`config.mk`:
```
export PLATFORM = sky130hd
export DESIGN_NAME = axis_frame_len_check_flat
export DESIGN_NICKNAME = d
export VERILOG_FILES = /design/src/rtl/axis_pkg.sv /design/src/rtl/axis_if.sv /design/src/rtl/axis_out_reg.sv /design/src/rtl/axis_frame_len_check.sv /design/src/flat_wrapper.sv
export SDC_FILE = /design/constraint.sdc
export NUM_CORES = 1
export LEC_CHECK = 0
export CAP_MARGIN = 20
export CORE_UTILIZATION = 50
export DETAILED_ROUTE_END_ITERATION = 7
export PLACE_DENSITY = 0.76
export SYNTH_ARGS = -nofsm -noshare
export SYNTH_HDL_FRONTEND = slang
export SYNTH_SLANG_ARGS = --single-unit
export TNS_END_PERCENT = 1
```
`constraint.sdc`:
```
create_clock -name clk -period 5.3 [get_ports clk]
set_input_delay 1.06 -clock clk [delete_from_list [all_inputs] [get_ports clk]]
set_output_delay 1.06 -clock clk [all_outputs]
set_load 0.02 [all_outputs]
```
`src/rtl/axis_pkg.sv`:
```
// rtl/axis_pkg.sv - shared state encodings and length-parameter legality check
package axis_pkg;

    localparam logic [0:0] ST_PASS    = 1'b0;
    localparam logic [0:0] ST_DISCARD = 1'b1;

    function automatic bit len_cfg_ok(input int min_len, input int max_len, input int len_width);
        return (min_len >= 1) && (max_len >= min_len) &&
               (64'(max_len) < (64'd1 << len_width));
    endfunction

endpackage

`define AXIS_LEN_LEGAL(MN, MX, W) (axis_pkg::len_cfg_ok((MN), (MX), (W)))

```
`src/rtl/axis_if.sv`:
```
// rtl/axis_if.sv - AXI-stream beat bundle with source/sink modports
interface axis_if #(
    parameter int DATA_WIDTH = 8
) ();
    logic [DATA_WIDTH-1:0] tdata;
    logic                  tvalid;
    logic                  tready;
    logic                  tlast;
    logic                  tuser;

    modport master (output tdata, tvalid, tlast, tuser, input tready);
    modport slave  (input tdata, tvalid, tlast, tuser, output tready);
endinterface

```
`src/rtl/axis_out_reg.sv`:
```
// rtl/axis_out_reg.sv - single output register stage driving an AXI-stream master
module axis_out_reg #(
    parameter int DATA_WIDTH = 8
) (
    input  logic                  clk,
    input  logic                  rst,
    input  logic                  load_en,
    input  logic                  load_valid,
    input  logic [DATA_WIDTH-1:0] d_data,
    input  logic                  d_last,
    input  logic                  d_user,
    axis_if.master                m
);

    // Payload only changes on a real load, so a stalled beat stays put.
    always_ff @(posedge clk or posedge rst) begin
        if (rst) begin
            m.tvalid <= 1'b0;
            m.tdata  <= '0;
            m.tlast  <= 1'b0;
            m.tuser  <= 1'b0;
        end else if (load_en) begin
            m.tvalid <= load_valid;
            if (load_valid) begin
                m.tdata <= d_data;
                m.tlast <= d_last;
                m.tuser <= d_user;
            end
        end
    end

endmodule

```
`src/rtl/axis_frame_len_check.sv`:
```
// rtl/axis_frame_len_check.sv - in-line frame length checker: flags undersize, truncates oversize
module axis_frame_len_check
    import axis_pkg::*;
#(
    parameter int DATA_WIDTH = 8,
    parameter int LEN_WIDTH  = 16,
    parameter int MIN_LEN    = 4,
    parameter int MAX_LEN    = 16
) (
    input  logic                 clk,
    input  logic                 rst,
    axis_if.slave                input_axis,
    axis_if.master               output_axis,
    output logic [LEN_WIDTH-1:0] frame_len,
    output logic                 frame_done,
    output logic                 err_undersize,
    output logic                 err_oversize
);

    generate
        if (!`AXIS_LEN_LEGAL(MIN_LEN, MAX_LEN, LEN_WIDTH)) begin : g_bad_cfg
            $error("axis_frame_len_check: illegal MIN_LEN/MAX_LEN/LEN_WIDTH");
        end
    endgenerate

    logic [0:0]           state;
    logic [LEN_WIDTH-1:0] cnt;
    logic [LEN_WIDTH-1:0] n;
    logic                 bad;
    logic                 load_en;
    logic                 accept;
    logic                 pass_beat;
    logic                 under;
    logic                 at_max;
    logic                 out_last;
    logic                 out_user;

    assign load_en = ~output_axis.tvalid | output_axis.tready;
    // Held low through reset; DISCARD swallows beats regardless of the output side.
    assign input_axis.tready = ~rst & ((state == ST_DISCARD) | load_en);
    assign accept    = input_axis.tvalid & input_axis.tready;
    assign pass_beat = accept & (state == ST_PASS);
    assign n         = cnt + LEN_WIDTH'(1);
    assign under     = n < LEN_WIDTH'(MIN_LEN);
    assign at_max    = n == LEN_WIDTH'(MAX_LEN);

    // tlast wins over the MAX_LEN cut, so an exactly-MAX_LEN frame stays clean.
    always_comb begin
        out_last = input_axis.tlast | at_max;
        out_user = 1'b0;
        if (input_axis.tlast) out_user = bad | input_axis.tuser | under;
        else if (at_max)      out_user = 1'b1;
    end

    axis_out_reg #(.DATA_WIDTH(DATA_WIDTH)) u_out_reg (
        .clk        (clk),
        .rst        (rst),
        .load_en    (load_en),
        .load_valid (pass_beat),
        .d_data     (input_axis.tdata),
        .d_last     (out_last),
        .d_user     (out_user),
        .m          (output_axis)
    );

    always_ff @(posedge clk or posedge rst) begin
        if (rst) begin
            state         <= ST_PASS;
            cnt           <= '0;
            bad           <= 1'b0;
            frame_len     <= '0;
            frame_done    <= 1'b0;
            err_undersize <= 1'b0;
            err_oversize  <= 1'b0;
        end else begin
            frame_done    <= 1'b0;
            err_undersize <= 1'b0;
            err_oversize  <= 1'b0;
            if (accept) begin
                if (state == ST_PASS) begin
                    if (input_axis.tlast) begin
                        frame_len     <= n;
                        frame_done    <= 1'b1;
                        err_undersize <= under;
                        cnt           <= '0;
                        bad           <= 1'b0;
                    end else if (at_max) begin
                        frame_len    <= LEN_WIDTH'(MAX_LEN);
                        frame_done   <= 1'b1;
                        err_oversize <= 1'b1;
                        cnt          <= '0;
                        bad          <= 1'b0;
                        state        <= ST_DISCARD;
                    end else begin
                        cnt <= n;
                        bad <= bad | input_axis.tuser;
                    end
                end else if (input_axis.tlast) begin
                    state <= ST_PASS;
                end
            end
        end
    end

endmodule

```
`src/flat_wrapper.sv`:
```
// flat-port wrapper written by rule: the top's interface ports become plain ports
module axis_frame_len_check_flat import axis_pkg::*;
#(
    parameter int DATA_WIDTH = 8,
    parameter int LEN_WIDTH  = 16,
    parameter int MIN_LEN    = 4,
    parameter int MAX_LEN    = 16
)
  (clk, rst, frame_len, frame_done, err_undersize, err_oversize, input_axis_tdata, input_axis_tvalid, input_axis_tlast, input_axis_tuser, input_axis_tready, output_axis_tdata, output_axis_tvalid, output_axis_tlast, output_axis_tuser, output_axis_tready);
  axis_if #(.DATA_WIDTH(DATA_WIDTH)) input_axis_i ();
  axis_if #(.DATA_WIDTH(DATA_WIDTH)) output_axis_i ();
  input  logic clk;
  input  logic rst;
  output logic [LEN_WIDTH-1:0] frame_len;
  output logic frame_done;
  output logic err_undersize;
  output logic err_oversize;
  input wire logic [$bits(input_axis_i.tdata)-1:0] input_axis_tdata;
  input wire logic [$bits(input_axis_i.tvalid)-1:0] input_axis_tvalid;
  input wire logic [$bits(input_axis_i.tlast)-1:0] input_axis_tlast;
  input wire logic [$bits(input_axis_i.tuser)-1:0] input_axis_tuser;
  output wire logic [$bits(input_axis_i.tready)-1:0] input_axis_tready;
  output wire logic [$bits(output_axis_i.tdata)-1:0] output_axis_tdata;
  output wire logic [$bits(output_axis_i.tvalid)-1:0] output_axis_tvalid;
  output wire logic [$bits(output_axis_i.tlast)-1:0] output_axis_tlast;
  output wire logic [$bits(output_axis_i.tuser)-1:0] output_axis_tuser;
  input wire logic [$bits(output_axis_i.tready)-1:0] output_axis_tready;
  assign input_axis_i.tdata = input_axis_tdata;
  assign input_axis_i.tvalid = input_axis_tvalid;
  assign input_axis_i.tlast = input_axis_tlast;
  assign input_axis_i.tuser = input_axis_tuser;
  assign input_axis_tready = input_axis_i.tready;
  assign output_axis_tdata = output_axis_i.tdata;
  assign output_axis_tvalid = output_axis_i.tvalid;
  assign output_axis_tlast = output_axis_i.tlast;
  assign output_axis_tuser = output_axis_i.tuser;
  assign output_axis_i.tready = output_axis_tready;
  axis_frame_len_check #(.DATA_WIDTH(DATA_WIDTH), .LEN_WIDTH(LEN_WIDTH), .MIN_LEN(MIN_LEN), .MAX_LEN(MAX_LEN)) u_core (.clk(clk), .rst(rst), .input_axis(input_axis_i), .output_axis(output_axis_i), .frame_len(frame_len), .frame_done(frame_done), .err_undersize(err_undersize), .err_oversize(err_oversize));
endmodule
```
==> results.toml <==
[global_routing]
grt.total_usage_pct = 24.4
antenna_found_initial = 0
grt_max_degree = 50
grt_pass1_wl_um = 10400
grt_pass1_vias = 2101
grt_overflow = 0

[floorplanning]
die_x_um = 75.8
fp-row-count = 26
ios = 45
chipHeight_um = 75.8
initial_utilization_pct = 52.6
die_area_sq_um = 5740
design.core.area_sq_um = 5170

[pwr]
seq_power_share_pct = 47.8
peakVddDrop_mv = 0.152
power.leakage_nw = 1.35
clkPwrFrac_pct = 28.3
p_comb_share_pct = 24.0
switching_share_pct = 30.7
net-switching-power_uw = 286
power_density_nw_per_um2 = 289
p_int_uw = 645

[synth]
ys_top_cells_by_area = "dfrtp_1 44%, nand2_1 8.0%, xnor2_1 3.9%, o21ai_0 3.5%, nor2_1 3.4%"
synth-seq-area-share_pct = 44.1
synth_top_area_share_pct = 44.1
yosys.area.top_type = "dfrtp_1"
ys_seq_elements = 48
netlist-cell-type-count = 53
synth_nets = 309
synth_enable_flop_cells = 0
ys.flop_type = "dfrtp_1"
syn_area_per_cell_sq_um = 9.26
yosys_warnings = 0
syn_area_sq_um = 2720
postSynthCellCount = 294
ys_async_sr_fraction_pct = 100

[detailed_routing]
drc = 0
via_count = 2233
routed_wl_um = 6210
drt_iter0_drc = 172
firstDrtPassIters = 4
wl_per_cell_um = 15.6
ant_nets = 0
vias_per_cell = 5.62

[timing]
fmax_mhz = 282
finalHoldViolCount = 0
relSlewSlack_pct = 54.3
setup_viol = 0
skew_ps = 8.26
worstMarginPinSlew_ps = 685
finalCritPeriodShare_pct = 66.8
rsz0062_at_grt = "false"
drv_slew = 0
fin_crit_ps = 3540
fin_setup_tns_ps = 0

[clocking]
clockBufferDepth = 2
insertion_delay_ps = 300
clk_pin_slew_ps = 90
cts_hold_buffers = 0
clockRootBuffer = "clkbuf_8"
h-tree-depth = 2
cts_buffers = 5
post-cts-setup-buffer-count = 0
cts_sinks = 48
post_cts_resize_count = 0
cts_tree = "done"

[min_path]
hold_path_depth = 2
hold_path.class = "reg2reg"
whs_endpoint = "u_core.u_out_reg.m.tdata[4]$_DFFE_PP0P_"
holdCritStartpoint = "u_core.u_out_reg.m.tdata[4]$_DFFE_PP0P_"

[worst_setup_path]
crit_fanout = 4
arrival_ps = 2480
critPathCaptureType = "output pin"
timing.rr.end = "u_core.cnt[4]$_DFFE_PP0P_"
path_buf_inv = 2
reg2reg_depth = 7
r2r_slack_ps = 2310
rr_startpoint = "u_core.cnt[0]$_DFFE_PP0P_"
critical_path_depth = 5
cp_data_required_time_ps = 4240
cp_slowest_cell = "clkdlybuf4s50_1"
critPathMaxStageDelay_ps = 630
worstSetupPathType = "in2out"
critPathTopFamily = "buffers and inverters"
start_kind = "input port"
crit_path_cell_trace = "clkdlybuf4s50_1 > nand2b_1 > nor2_1 > nor2_1 > clkdlybuf4s50_1"

[cells_and_area]
diodes = 0
drive_gt1_share_pct = 8.26
areaGrowthSynthToFinish_pct = 18.5
final_common_cell = "nand2_1"
final_util_pct = 62.4
n_fill_cell = 414
final_cell_mix = "58 x nand2_1, 48 x dfrtp_1, 44 x clkdlybuf4s50_1"
num-nets-final = 341

[placed_design]
io_buffers = 44
hpwl_um = 4200
routabilityCongestion = 0.869

[flow_run]
maxCapViolations = 0

[status]
status = "finished, final reports clean"
-- through the flow --
step / instances / area (sq um) / worst slack, ps / power, mW / hold slack [ps]
global placement: 388 / 3100 / 1790 / 0.667 / 457
CTS: 396 / 3210 / 1750 / 0.937 / 483
global route: 397 / 3230 / 1700 / 0.982 / 516
floorplan: 294 / 2720 / 2700 / 0.583 / 487
detailed placement: 388 / 3100 / 1770 / 0.673 / 461
finish: 397 / 3230 / 1760 / 0.931 / 479
-- layout make-up --
class                   count  area, sq um  area share (%)
clock buffers               6         72.6            2.25
clock inverters             2         35.0            1.09
inverters                   7         26.3           0.815
multi-input cells         217         1330            41.2
flip-flops and latches     48         1200            37.2
well taps                  70         87.6            2.72
repair buffers             47          475            14.7
-- cells in the mapped netlist, drive strengths merged, types with 2 or more instances --
| cell | number |
|---|---|
| clkbuf | 10 |
| a21oi | 11 |
| or4 | 2 |
| a21o | 8 |
| nand4 | 4 |
| dfrtp | 48 |
| o21a | 2 |
| nor3b | 3 |
| nor4 | 4 |
| buf | 11 |
| nand2 | 58 |
| nand2b | 3 |
| o21ai | 19 |
| nand3 | 13 |
| and3 | 4 |
| xnor2 | 12 |
| nor2 | 25 |
| xor2 | 3 |
| inv | 7 |
| a211o | 2 |
| and4 | 2 |
| o41ai | 2 |
| o31ai | 7 |
| nor3 | 11 |
| a22o | 2 |
| a22oi | 3 |
| mux2i | 2 |
-- layer usage --
metal,vias to the layer above,routed length [um],track usage (%),part of all wire [%]
met1,1065,2750,33.9,44
li1,1087,-,-,-
met4,0,73,8.44,1.2
met5,-,0,0,0
met3,9,313,4.89,5.0
met2,72,3070,38.2,49
-- power by group through the flow --
stage                     combinational, mW  sequential (mW)  clock [mW]
after floorplan                       0.110            0.473           0
after global placement                0.218            0.449           0
after detailed placement              0.222            0.451           0
after CTS                             0.224            0.445       0.268
after global routing                  0.245            0.451       0.286
final                                 0.223            0.445       0.263
-- how the worst max path moves through the flow --
stage	startpoint	end	slack, ps
floorplan	output_axis_tready	input_axis_tready	2700
global route	output_axis_tready	input_axis_tready	1700
detailed placement	output_axis_tready	input_axis_tready	1770
CTS	output_axis_tready	input_axis_tready	1750
global placement	output_axis_tready	input_axis_tready	1790
finish	output_axis_tready	input_axis_tready	1760
-- registers in the layout (all words and copies together) (netlist names) --
signal / flops
u_core.state: 1
u_core.err_oversize: 1
u_core.u_out_reg.m.tdata: 8
u_core.frame_len: 16
u_core.cnt: 16
u_core.u_out_reg.m.tuser: 1
u_core.bad: 1
u_core.u_out_reg.m.tlast: 1
u_core.frame_done: 1
u_core.err_undersize: 1
u_core.u_out_reg.m.tvalid: 1
-- worst register-to-register path, delay by kind of cell (launching register included) --
kind	cells	cell delay, ps
compound gates	2	750
xor+xnor	1	410
fa+ha+maj	1	450
flops	1	540
simple gates	3	690
-- kinds of logic after synthesis --
logic type      after synthesis  share of synthesized area, %
compound gates               64                          16.6
buf+inv                      29                          7.26
xor+xnor                     15                          4.83
fa+ha+maj                     1                         0.460
flops                        48                          44.1
mux                           3                          1.29
simple gates                134                          25.4
(Power assumes the default switching activity.)
